**config.mk**
```make
export PLATFORM = sky130hd
export DESIGN_NAME = ifu
export DESIGN_NICKNAME = d
export VERILOG_FILES = /design/src/rtl/npc_pkg.sv /design/src/rtl/ifu_timeout_cnt.sv /design/src/rtl/ifu.sv
export SDC_FILE = /design/constraint.sdc
export NUM_CORES = 1
export LEC_CHECK = 0
export CORE_ASPECT_RATIO = 0.8
export CORE_MARGIN = 4
export CORE_UTILIZATION = 40
export CTS_CLUSTER_DIAMETER = 150
export DETAILED_ROUTE_END_ITERATION = 6
export GPL_TIMING_DRIVEN = 1
export PLACE_DENSITY = 0.75
export SYNTH_ARGS = -nofsm -noshare
export SYNTH_HDL_FRONTEND = slang
export SYNTH_SLANG_ARGS = --single-unit
```
**constraint.sdc**
```tcl
create_clock -name clk -period 3 [get_ports clk]
set_clock_uncertainty 0.1 [all_clocks]
set_input_delay 0.45 -clock clk [delete_from_list [all_inputs] [get_ports clk]]
set_output_delay 0.45 -clock clk [all_outputs]
set_load 0.1 [all_outputs]
```
**src/rtl/npc_pkg.sv**
```systemverilog
// Shared types for the fetch front end.
// Fault codes, IFU states and the default boot PC.
package npc_pkg;

  typedef enum logic [1:0] {
    NONE     = 2'd0,
    MISALIGN = 2'd1,
    BUSERR   = 2'd2,
    TIMEOUT  = 2'd3
  } fetch_fault_t;

  typedef enum logic [1:0] {
    S_REQ  = 2'd0,
    S_WAIT = 2'd1,
    S_HOLD = 2'd2,
    S_NPC  = 2'd3
  } ifu_state_t;

  localparam logic [31:0] RESET_PC_DEFAULT = 32'h8000_0000;

endpackage

```
**src/rtl/ifu_timeout_cnt.sv**
```systemverilog
// Saturating response-wait counter.
// expire is high once the count reaches TIMEOUT_CYCLES-1.
module ifu_timeout_cnt #(
  parameter int TIMEOUT_CYCLES = 1024
) (
  input  logic clk,
  input  logic reset,
  input  logic clr,
  input  logic en,
  output logic expire
);

  localparam int W = $clog2(TIMEOUT_CYCLES);
  localparam logic [W-1:0] MAX = W'(TIMEOUT_CYCLES - 1);

  logic [W-1:0] cnt_q;
  logic [W-1:0] cnt_d;

  always_comb begin
    cnt_d = cnt_q;
    if (clr) begin
      cnt_d = '0;
    end else if (en && (cnt_q != MAX)) begin
      cnt_d = cnt_q + 1'b1;
    end
  end

  always_ff @(posedge clk) begin
    if (reset) begin
      cnt_q <= '0;
    end else begin
      cnt_q <= cnt_d;
    end
  end

  assign expire = (cnt_q == MAX);

endmodule

```
**src/rtl/ifu.sv**
```systemverilog
// Instruction fetch unit: owns the PC, fetches one word at a time
// and hands it to decode; the next PC comes back from commit.
module ifu
  import npc_pkg::*;
#(
  parameter logic [31:0] RESET_PC       = RESET_PC_DEFAULT,
  parameter int          TIMEOUT_CYCLES = 1024
) (
  input  logic        clk,
  input  logic        reset,
  output logic        mem_req_valid,
  input  logic        mem_req_ready,
  output logic [31:0] mem_req_addr,
  input  logic        mem_resp_valid,
  input  logic [31:0] mem_resp_data,
  input  logic        mem_resp_err,
  output logic        inst_valid,
  input  logic        inst_ready,
  output logic [31:0] inst,
  output logic [31:0] inst_pc,
  output logic [1:0]  inst_fault,
  input  logic        commit_valid,
  input  logic [31:0] commit_dnpc,
  output logic        busy
);

  ifu_state_t   state_q, state_d;
  logic [31:0]  pc_q, pc_d;
  logic [31:0]  inst_q, inst_d;
  logic [31:0]  inst_pc_q, inst_pc_d;
  fetch_fault_t fault_q, fault_d;
  logic         tmr_clr;
  logic         tmr_en;
  logic         tmr_exp;
  logic         misaligned;

  ifu_timeout_cnt #(
    .TIMEOUT_CYCLES(TIMEOUT_CYCLES)
  ) u_tmr (
    .clk   (clk),
    .reset (reset),
    .clr   (tmr_clr),
    .en    (tmr_en),
    .expire(tmr_exp)
  );

  assign misaligned = (pc_q[1:0] != 2'b00);

  always_comb begin
    state_d   = state_q;
    pc_d      = pc_q;
    inst_d    = inst_q;
    inst_pc_d = inst_pc_q;
    fault_d   = fault_q;
    tmr_clr   = 1'b0;
    tmr_en    = 1'b0;
    unique case (state_q)
      S_REQ: begin
        tmr_clr = 1'b1;
        if (misaligned) begin
          inst_d    = '0;
          inst_pc_d = pc_q;
          fault_d   = MISALIGN;
          state_d   = S_HOLD;
        end else if (mem_req_ready) begin
          state_d = S_WAIT;
        end
      end
      S_WAIT: begin
        // a response arriving on the expiry cycle still wins
        if (mem_resp_valid) begin
          inst_d    = mem_resp_err ? 32'h0 : mem_resp_data;
          inst_pc_d = pc_q;
          fault_d   = mem_resp_err ? BUSERR : NONE;
          state_d   = S_HOLD;
        end else if (tmr_exp) begin
          inst_d    = '0;
          inst_pc_d = pc_q;
          fault_d   = TIMEOUT;
          state_d   = S_HOLD;
        end else begin
          tmr_en = 1'b1;
        end
      end
      S_HOLD: begin
        if (inst_ready) begin
          if (commit_valid) begin
            pc_d    = commit_dnpc;
            state_d = S_REQ;
          end else begin
            state_d = S_NPC;
          end
        end
      end
      S_NPC: begin
        if (commit_valid) begin
          pc_d    = commit_dnpc;
          state_d = S_REQ;
        end
      end
      default: state_d = S_REQ;
    endcase
  end

  always_ff @(posedge clk) begin
    if (reset) begin
      state_q   <= S_REQ;
      pc_q      <= RESET_PC;
      inst_q    <= '0;
      inst_pc_q <= '0;
      fault_q   <= NONE;
    end else begin
      state_q   <= state_d;
      pc_q      <= pc_d;
      inst_q    <= inst_d;
      inst_pc_q <= inst_pc_d;
      fault_q   <= fault_d;
    end
  end

  assign mem_req_valid = (state_q == S_REQ) && !misaligned;
  assign mem_req_addr  = pc_q;
  assign inst_valid    = (state_q == S_HOLD);
  assign busy          = (state_q == S_REQ) || (state_q == S_WAIT);
  assign inst          = inst_q;
  assign inst_pc       = inst_pc_q;
  assign inst_fault    = fault_q;

endmodule
```
==> results of run 1 <==
-- cell usage after synthesis (all sizes together) (2+ instances only) --
master,n
dfxtp,110
nand2,103
a21oi,107
a311oi,2
buf,15
nand3,36
o31ai,5
inv,5
or4,5
nor2,7
or3,3
o21ai,69
clkbuf,29
-- cell type report --
type | count | share of cell area, %
Timing Repair Buffer | 180 | 25.73
Clock inverter | 2 | 0.2702
Clock buffer | 14 | 4.385
Tap cell | 140 | 2.909
Inverter | 5 | 0.3117
Multi-Input combinational cell | 355 | 29.82
Sequential cell | 110 | 36.58
-- routing by layer --
| layer | vias to the layer above | share of wire, % |
|---|---|---|
| met4 | 0 | 1.8 |
| met3 | 16 | 8.8 |
| met2 | 154 | 48 |
| met5 | - | 0 |
| met1 | 1939 | 42 |
| li1 | 2077 | - |
-- flip-flops by register name, summed over array words and instances (netlist names) --
register	count
inst_fault	2
u_tmr.cnt_q	10
mem_req_addr	32
state_q	2
inst	32
inst_pc	32
-- power breakdown --
part | total (mW) | internal, mW | switching, mW
sequential | 1.72 | 1.59 | 0.131
clock | 1.11 | 0.611 | 0.500
combinational | 2.21 | 0.500 | 1.71
-- kinds of logic (layout without fill, tap and decap cells) --
logic type	after synthesis	count (layout)	share of synthesized area, %
DFF	110	110	51.84
buffers and inverters	49	201	5.979
and+or+nand+nor	160	160	17.23
muxes	1	1	0.2357
AOI/OAI and AO/OA	192	192	24.21
xor gates and xnor gates	1	1	0.2062
adders and majority gates	1	1	0.2945
-- worst paths after layout --
path	startpoint	to	slack (ns)	cells past startpoint
setup / recovery	u_tmr.cnt_q[0]	inst_fault[0]	0.42	6
setup reg to reg	u_tmr.cnt_q[0]	inst_fault[0]	0.42	6
hold / removal	inst_pc[9]	inst_pc[9]	0.38	2
hold reg to reg	inst_pc[9]	inst_pc[9]	0.38	2
-- worst min-delay path: stages (launching register included) --
cell	delay (ns)
dfxtp_1	0.31
o21ai_0	0.06
a21oi_1	0.06
-- through the flow --
step | std cells | total power, mW | setup slack [ns] | cell area [um^2]
final | 806 | 5.044 | 0.4232 | 6021
after global routing | 806 | 5.271 | 0.2246 | 6021
after CTS | 806 | 5.083 | 0.4488 | 6021
after detailed placement | 790 | 3.965 | 0.4552 | 5741
after global placement | 790 | 3.933 | 0.5693 | 5741
after floorplan | 514 | 3.487 | 0.2212 | 4248
==> summary.txt, run 1 <==
Finish
  • Share of cells above drive strength 1: approximately a fifth
  • Fin nets: between 700 and 800
  • FF/Latch Area: 2202 um^2
  • ANT cells: 0
  • Area of the multi-input gates: about 1800 um^2
  • Final core utilization: between 50% and 60%
  • Commonest cells after routing, fill and taps aside: 110 x dfxtp_1, 109 x buf_4, 107 x a21oi_1
  • Filler cells: between 900 and 1000
  • Syn-to-layout area delta: 41.74%
  • Most common cell after layout, fill and taps aside: dfxtp_1

Synth
  • Cell taking the most area after synthesis: dfxtp_1
  • FF+latch count, synth: 110
  • Top-area cell type share of the netlist area: approximately half
  • Synthesis Warnings: 0
  • Cells after synthesis: ~510
  • Mapped Area: approximately 4200 um^2
  • Syn nets: 586
  • Synth area leaders: dfxtp_1 52%, a21oi_1 13%, nand2_1 9.0%
  • Post-synth EDFFs: 0
  • Ys flop type: dfxtp_1
  • Synthesized area per cell: just over 8 um^2
  • Synth cell types: 37
  • Seq/Total Area, Yosys: 51.84%
  • Async SR Flop Fraction: 0%

GRT
  • Global-route wire length before repair: roughly 20000 um
  • Total grt overflow: 0
  • Largest net degree at the start of global routing: between 60 and 70
  • Gr usage total: between 20% and 30%
  • Vias in the first global route: 4061
  • Met2 GRT Util: 32.21%
  • Layer with the highest usage: met2
  • Met1 Use GR: 25.05%
  • Initial antenna violation count: 0
  • Met3 Track Usage GR: under 10%

CTS
  • Postcts setup bufs: 0
  • H-tree level count: 3
  • PostCTS Resize Cnt: 0
  • Clock root buffer: clkbuf_16
  • Hold Buf Count CTS: 0
  • CTS buffer count: 9
  • Clk_lat worst skew: approximately 0.34 ns
  • Clock Sinks: 110
  • CTS tree: done
  • CTS clk-pin slew, worst paths: around 0.070 ns
  • Clk buf depth: 2

Floorplanning
  • I/O pin cnt: 172
  • Total Die Area: between 10000 and 15000 um^2
  • Chip height: 100.2 um
  • Core area: a little over 10000 um^2
  • Num rows: 33
  • Die X: between 100 and 150 um
  • Starting Density: 41.15%

STA
  • Highest Clock Rate: ~390 MHz
  • Tcrit/Tclk final: 85.89%
  • Fin. Hold Viols: 0
  • Max-slew headroom: 26.03%
  • Hold Slack: between 0.3 and 0.4 ns
  • Setup tns final: 0 ns
  • Worst-margin pin slew: ~1.1 ns
  • Max-slew violation count: 0
  • Final Setup Violations: 0
  • Tmin final: between 2 and 3 ns
  • RSZ-0062 raised after global routing: no

Placement
  • RePlAce Congestion: 0.7494
  • Port bufs: between 150 and 200
  • Hpwl dp: between 8000 and 9000 um

Critical path
  • Worst setup SP type: flop
  • Crit-path leading delay family: compound AO/OA/AOI/OAI gates
  • Crit path kind: flop to flop
  • CP required: 3.15 ns
  • Largest fanout on the critical path: 32
  • Worst path max stage delay: slightly above 0.9 ns
  • CP bufs+invs: 1
  • CP max-delay cell: o31ai_4
  • Worst setup EP type: flop
  • Sequence of cells on the critical path: ha_1 -> nand3_1 -> o31ai_4 -> buf_4 -> a21oi_1 -> a311oi_1
  • CP arrival: about 2.7 ns

Route
  • Vias: roughly 4200
  • Antenna-violating nets left: 0
  • Drt drc: 0
  • Detailed Routing Iterations Pass 1: 5
  • Per-cell routed wire length: ~15 um
  • DRT Wirelength: 12380 um
  • Starting DRT DRC Count: around 170
  • Vias per cell: a little over 5

Outcome
  • Outcome: completed

Flow run
  • Max cap viols: 0

Power
  • Peak VDD IR: just under 0.5 mV
  • Leak: ~2.2 nW
  • Cell Pwr Density: ~840 nW/um^2

Hold path
  • Path category of the worst min-delay check: flop to flop
Power figures use the tool's default switching activity.
==> inputs of run 2 (changes only) <==
--- a/config.mk
+++ b/config.mk
@@ -10,7 +10,7 @@
 export CORE_UTILIZATION = 40
 export CTS_CLUSTER_DIAMETER = 150
 export DETAILED_ROUTE_END_ITERATION = 6
-export GPL_TIMING_DRIVEN = 1
+export GPL_TIMING_DRIVEN = 0
 export PLACE_DENSITY = 0.75
 export SYNTH_ARGS = -nofsm -noshare
 export SYNTH_HDL_FRONTEND = slang
==> run 2 against run 1 <==
- utilization grew 3.9 points
- cell count grew 4.1%
- worst setup slack lost 0.26 ns
- via count grew 6.5%
- combinational power grew 11%
- critical path type is now flop to output pin
- largest cell class unchanged
==> summary.txt, run 2 (synthesis results as in run 1) <==
GRT
  • Vias in the first global route: 4482 (+10%)
  • Initial antenna violation count: 0 (unchanged)
  • Gr usage total: 22.42% (+2.3 points)
  • Total grt overflow: 0 (unchanged)
  • Largest net degree at the start of global routing: 17 (-75%)
  • Global-route wire length before repair: 21990 um (+10%)

Route
  • Vias: 4456 (+6.5%)
  • Antenna-violating nets left: 0 (unchanged)
  • Vias per cell: 5.311 (+2.3%)
  • Drt drc: 0 (unchanged)
  • Starting DRT DRC Count: 194 (+12%)
  • Per-cell routed wire length: 16.83 um (+9.6%)
  • DRT Wirelength: 14120 um (+14%)
  • Detailed Routing Iterations Pass 1: 4 (-1)

CTS
  • CTS tree: done
  • H-tree level count: 3 (unchanged)
  • Clk buf depth: 2 (unchanged)
  • Hold Buf Count CTS: 0 (unchanged)
  • Clock root buffer: clkbuf_16
  • CTS buffer count: 9 (unchanged)
  • Clock Sinks: 110 (unchanged)
  • Clk_lat worst skew: 0.35 ns (about the same)
  • CTS clk-pin slew, worst paths: 0.07 ns (about the same)

STA
  • Fin. Hold Viols: 0 (unchanged)
  • Max-slew violation count: 0 (unchanged)
  • Setup WS post-layout: 0.1602 ns (-0.2630 ns)
  • Tcrit/Tclk final: 94.66% (+8.8 points)
  • Setup tns final: 0 ns (unchanged)
  • RSZ-0062 raised after global routing: no
  • Max-slew headroom: 29.89% (+3.9 points)
  • Tmin final: 2.840 ns (+0.2630 ns)
  • Highest Clock Rate: 352.1 MHz (-9.3%)
  • Worst-margin pin slew: 1.048 ns (-0.06111 ns)
  • Final Setup Violations: 0 (unchanged)
  • Hold Slack: 0.3713 ns (-0.004266 ns)

Hold path
  • Hold depth: 2 (unchanged)
  • Hold path endpoint: inst[23]
  • Path category of the worst min-delay check: flop to flop
  • Hold wc startpoint: inst[23]

Finish
  • Final Non-Filler Cells: 839 (+4.1%)
  • Area of the multi-input gates: 1792 um^2 (-0.21%)
  • FF/Latch Area: 2202 um^2 (unchanged)
  • Most common cell after layout, fill and taps aside: clkdlybuf4s50_1
  • Final core utilization: 62.21% (+3.9 points)
  • Post-layout instance area: 6421 um^2 (+6.7%)
  • ANT cells: 0 (unchanged)
  • Share of cells above drive strength 1: 5.436% (-15 points)
  • Commonest cells after routing, fill and taps aside: 170 x clkdlybuf4s50_1, 110 x dfxtp_1, 107 x a21oi_1
  • Syn-to-layout area delta: 51.16%
  • Fin nets: 768 (+4.8%)
  • Filler cells: 917 (-1.4%)

Critical path
  • Crit path kind: flop to output pin
  • Worst setup SP type: flop
  • Worst setup EP type: output pin
  • Largest fanout on the critical path: 5 (-84%)
  • Reg-to-reg slack, setup: 0.92 ns (+0.50 ns)
  • Reg2reg end: inst_pc[14]
  • CP arrival: 2.29 ns (-0.43 ns)
  • Worst reg2reg startpoint: state_q[0]
  • CP required: 2.45 ns (-0.70 ns)
  • Worst r2r path cells: 5 (-1)

Floorplanning
  • Core area: 10320 um^2 (unchanged)
  • I/O pin cnt: 172 (unchanged)
  • Chip height: 100.2 um (unchanged)
  • Total Die Area: 12340 um^2 (unchanged)
  • Num rows: 33 (unchanged)
  • Die X: 123.2 um (unchanged)
  • Starting Density: 41.15% (unchanged)

Placement
  • Area after DPL: 6135 um^2 (+6.9%)
  • Dpl ws: 0.2626 ns (-0.1925 ns)
  • Port bufs: 171 (unchanged)
  • RePlAce Congestion: 0.8451 (+13%)
  • Post-placement cell count: 825 (+4.4%)
  • Hpwl dp: 10660 um (+20%)

Power
  • Peak VDD IR: 0.4484 mV (-9.1%)
  • Tot Pwr: 5.313 mW (+5.3%)
  • Cell Pwr Density: 827.4 nW/um^2 (-1.2%)
  • Leak: 2.120 nW (-5.8%)

Flow run
  • Max cap viols: 0 (unchanged)

Outcome
  • Outcome: completed
[run 2: changes by cell type in the layout (fill, tap and decap cells not counted), sizes merged]
cell	change
dlygate4sd2	+1
clkdlybuf4s50	+101
buf	-96
clkbuf	+25
bufinv	+1
clkinv	+2
clkinvlp	-1
[run 2: how the worst max path moves through the flow]
| stage | from | to | slack, ns |
|---|---|---|---|
| floorplan | state_q[1] | inst_valid | 0.22 |
| global route | state_q[0] | mem_req_valid | 0.10 |
| global placement | state_q[0] | mem_req_valid | 0.25 |
| finish | state_q[0] | mem_req_valid | 0.16 |
| detailed placement | state_q[0] | mem_req_valid | 0.26 |
| CTS | state_q[0] | mem_req_valid | 0.15 |
[run 2: per-layer routing]
metal | vias to the layer above | part of all wire, % | track usage, % | wire, um
met2 | 165 | 49 | 38.93 | 6961
met4 | 0 | 1.5 | 6.553 | 214
met3 | 21 | 8.8 | 8.789 | 1247
met1 | 2127 | 40 | 25.49 | 5697
met5 | - | 0 | 0 | 0
li1 | 2143 | - | - | -
[run 2: final cells by class]
cell class                      count  area share (%)
Clock buffer                       10           3.722
Multi-Input combinational cell    355           27.90
Clock inverter                      4          0.7599
Inverter                            5          0.2923
Sequential cell                   110           34.29
Tap cell                          140           2.728
Timing Repair Buffer              171           26.64
Buffer                             44           3.663
[run 2: what timing repair did]
item                                   4_1_cts  5_1_grt
buffers inserted                             0        0
gates resized for setup                      1        0
endpoints found under the hold margin        0        0
setup endpoints to repair                    1        0
[run 2: power by group]
group / switching [mW] / internal [mW] / leakage [nW]
Sequential: 0.0933 / 1.59 / 0.890
Clock: 0.513 / 0.660 / 0.144
Combinational: 1.84 / 0.623 / 1.09
[run 2: critical path: stages (launching register included)]
cell and delay [ns]:
dfxtp_1 0.35, or4_4 0.58, inv_1 0.11, dlygate4sd2_1 0.90
==> inputs of run 3 (changes only) <==
--- a/config.mk
+++ b/config.mk
@@ -5,6 +5,7 @@
 export SDC_FILE = /design/constraint.sdc
 export NUM_CORES = 1
 export LEC_CHECK = 0
+export ABC_CLOCK_PERIOD_IN_PS = 3000
 export CORE_ASPECT_RATIO = 0.8
 export CORE_MARGIN = 4
 export CORE_UTILIZATION = 40
==> results of run 3 <==
Same layout as run 2: the final DEF is identical, and so are final timing and power.
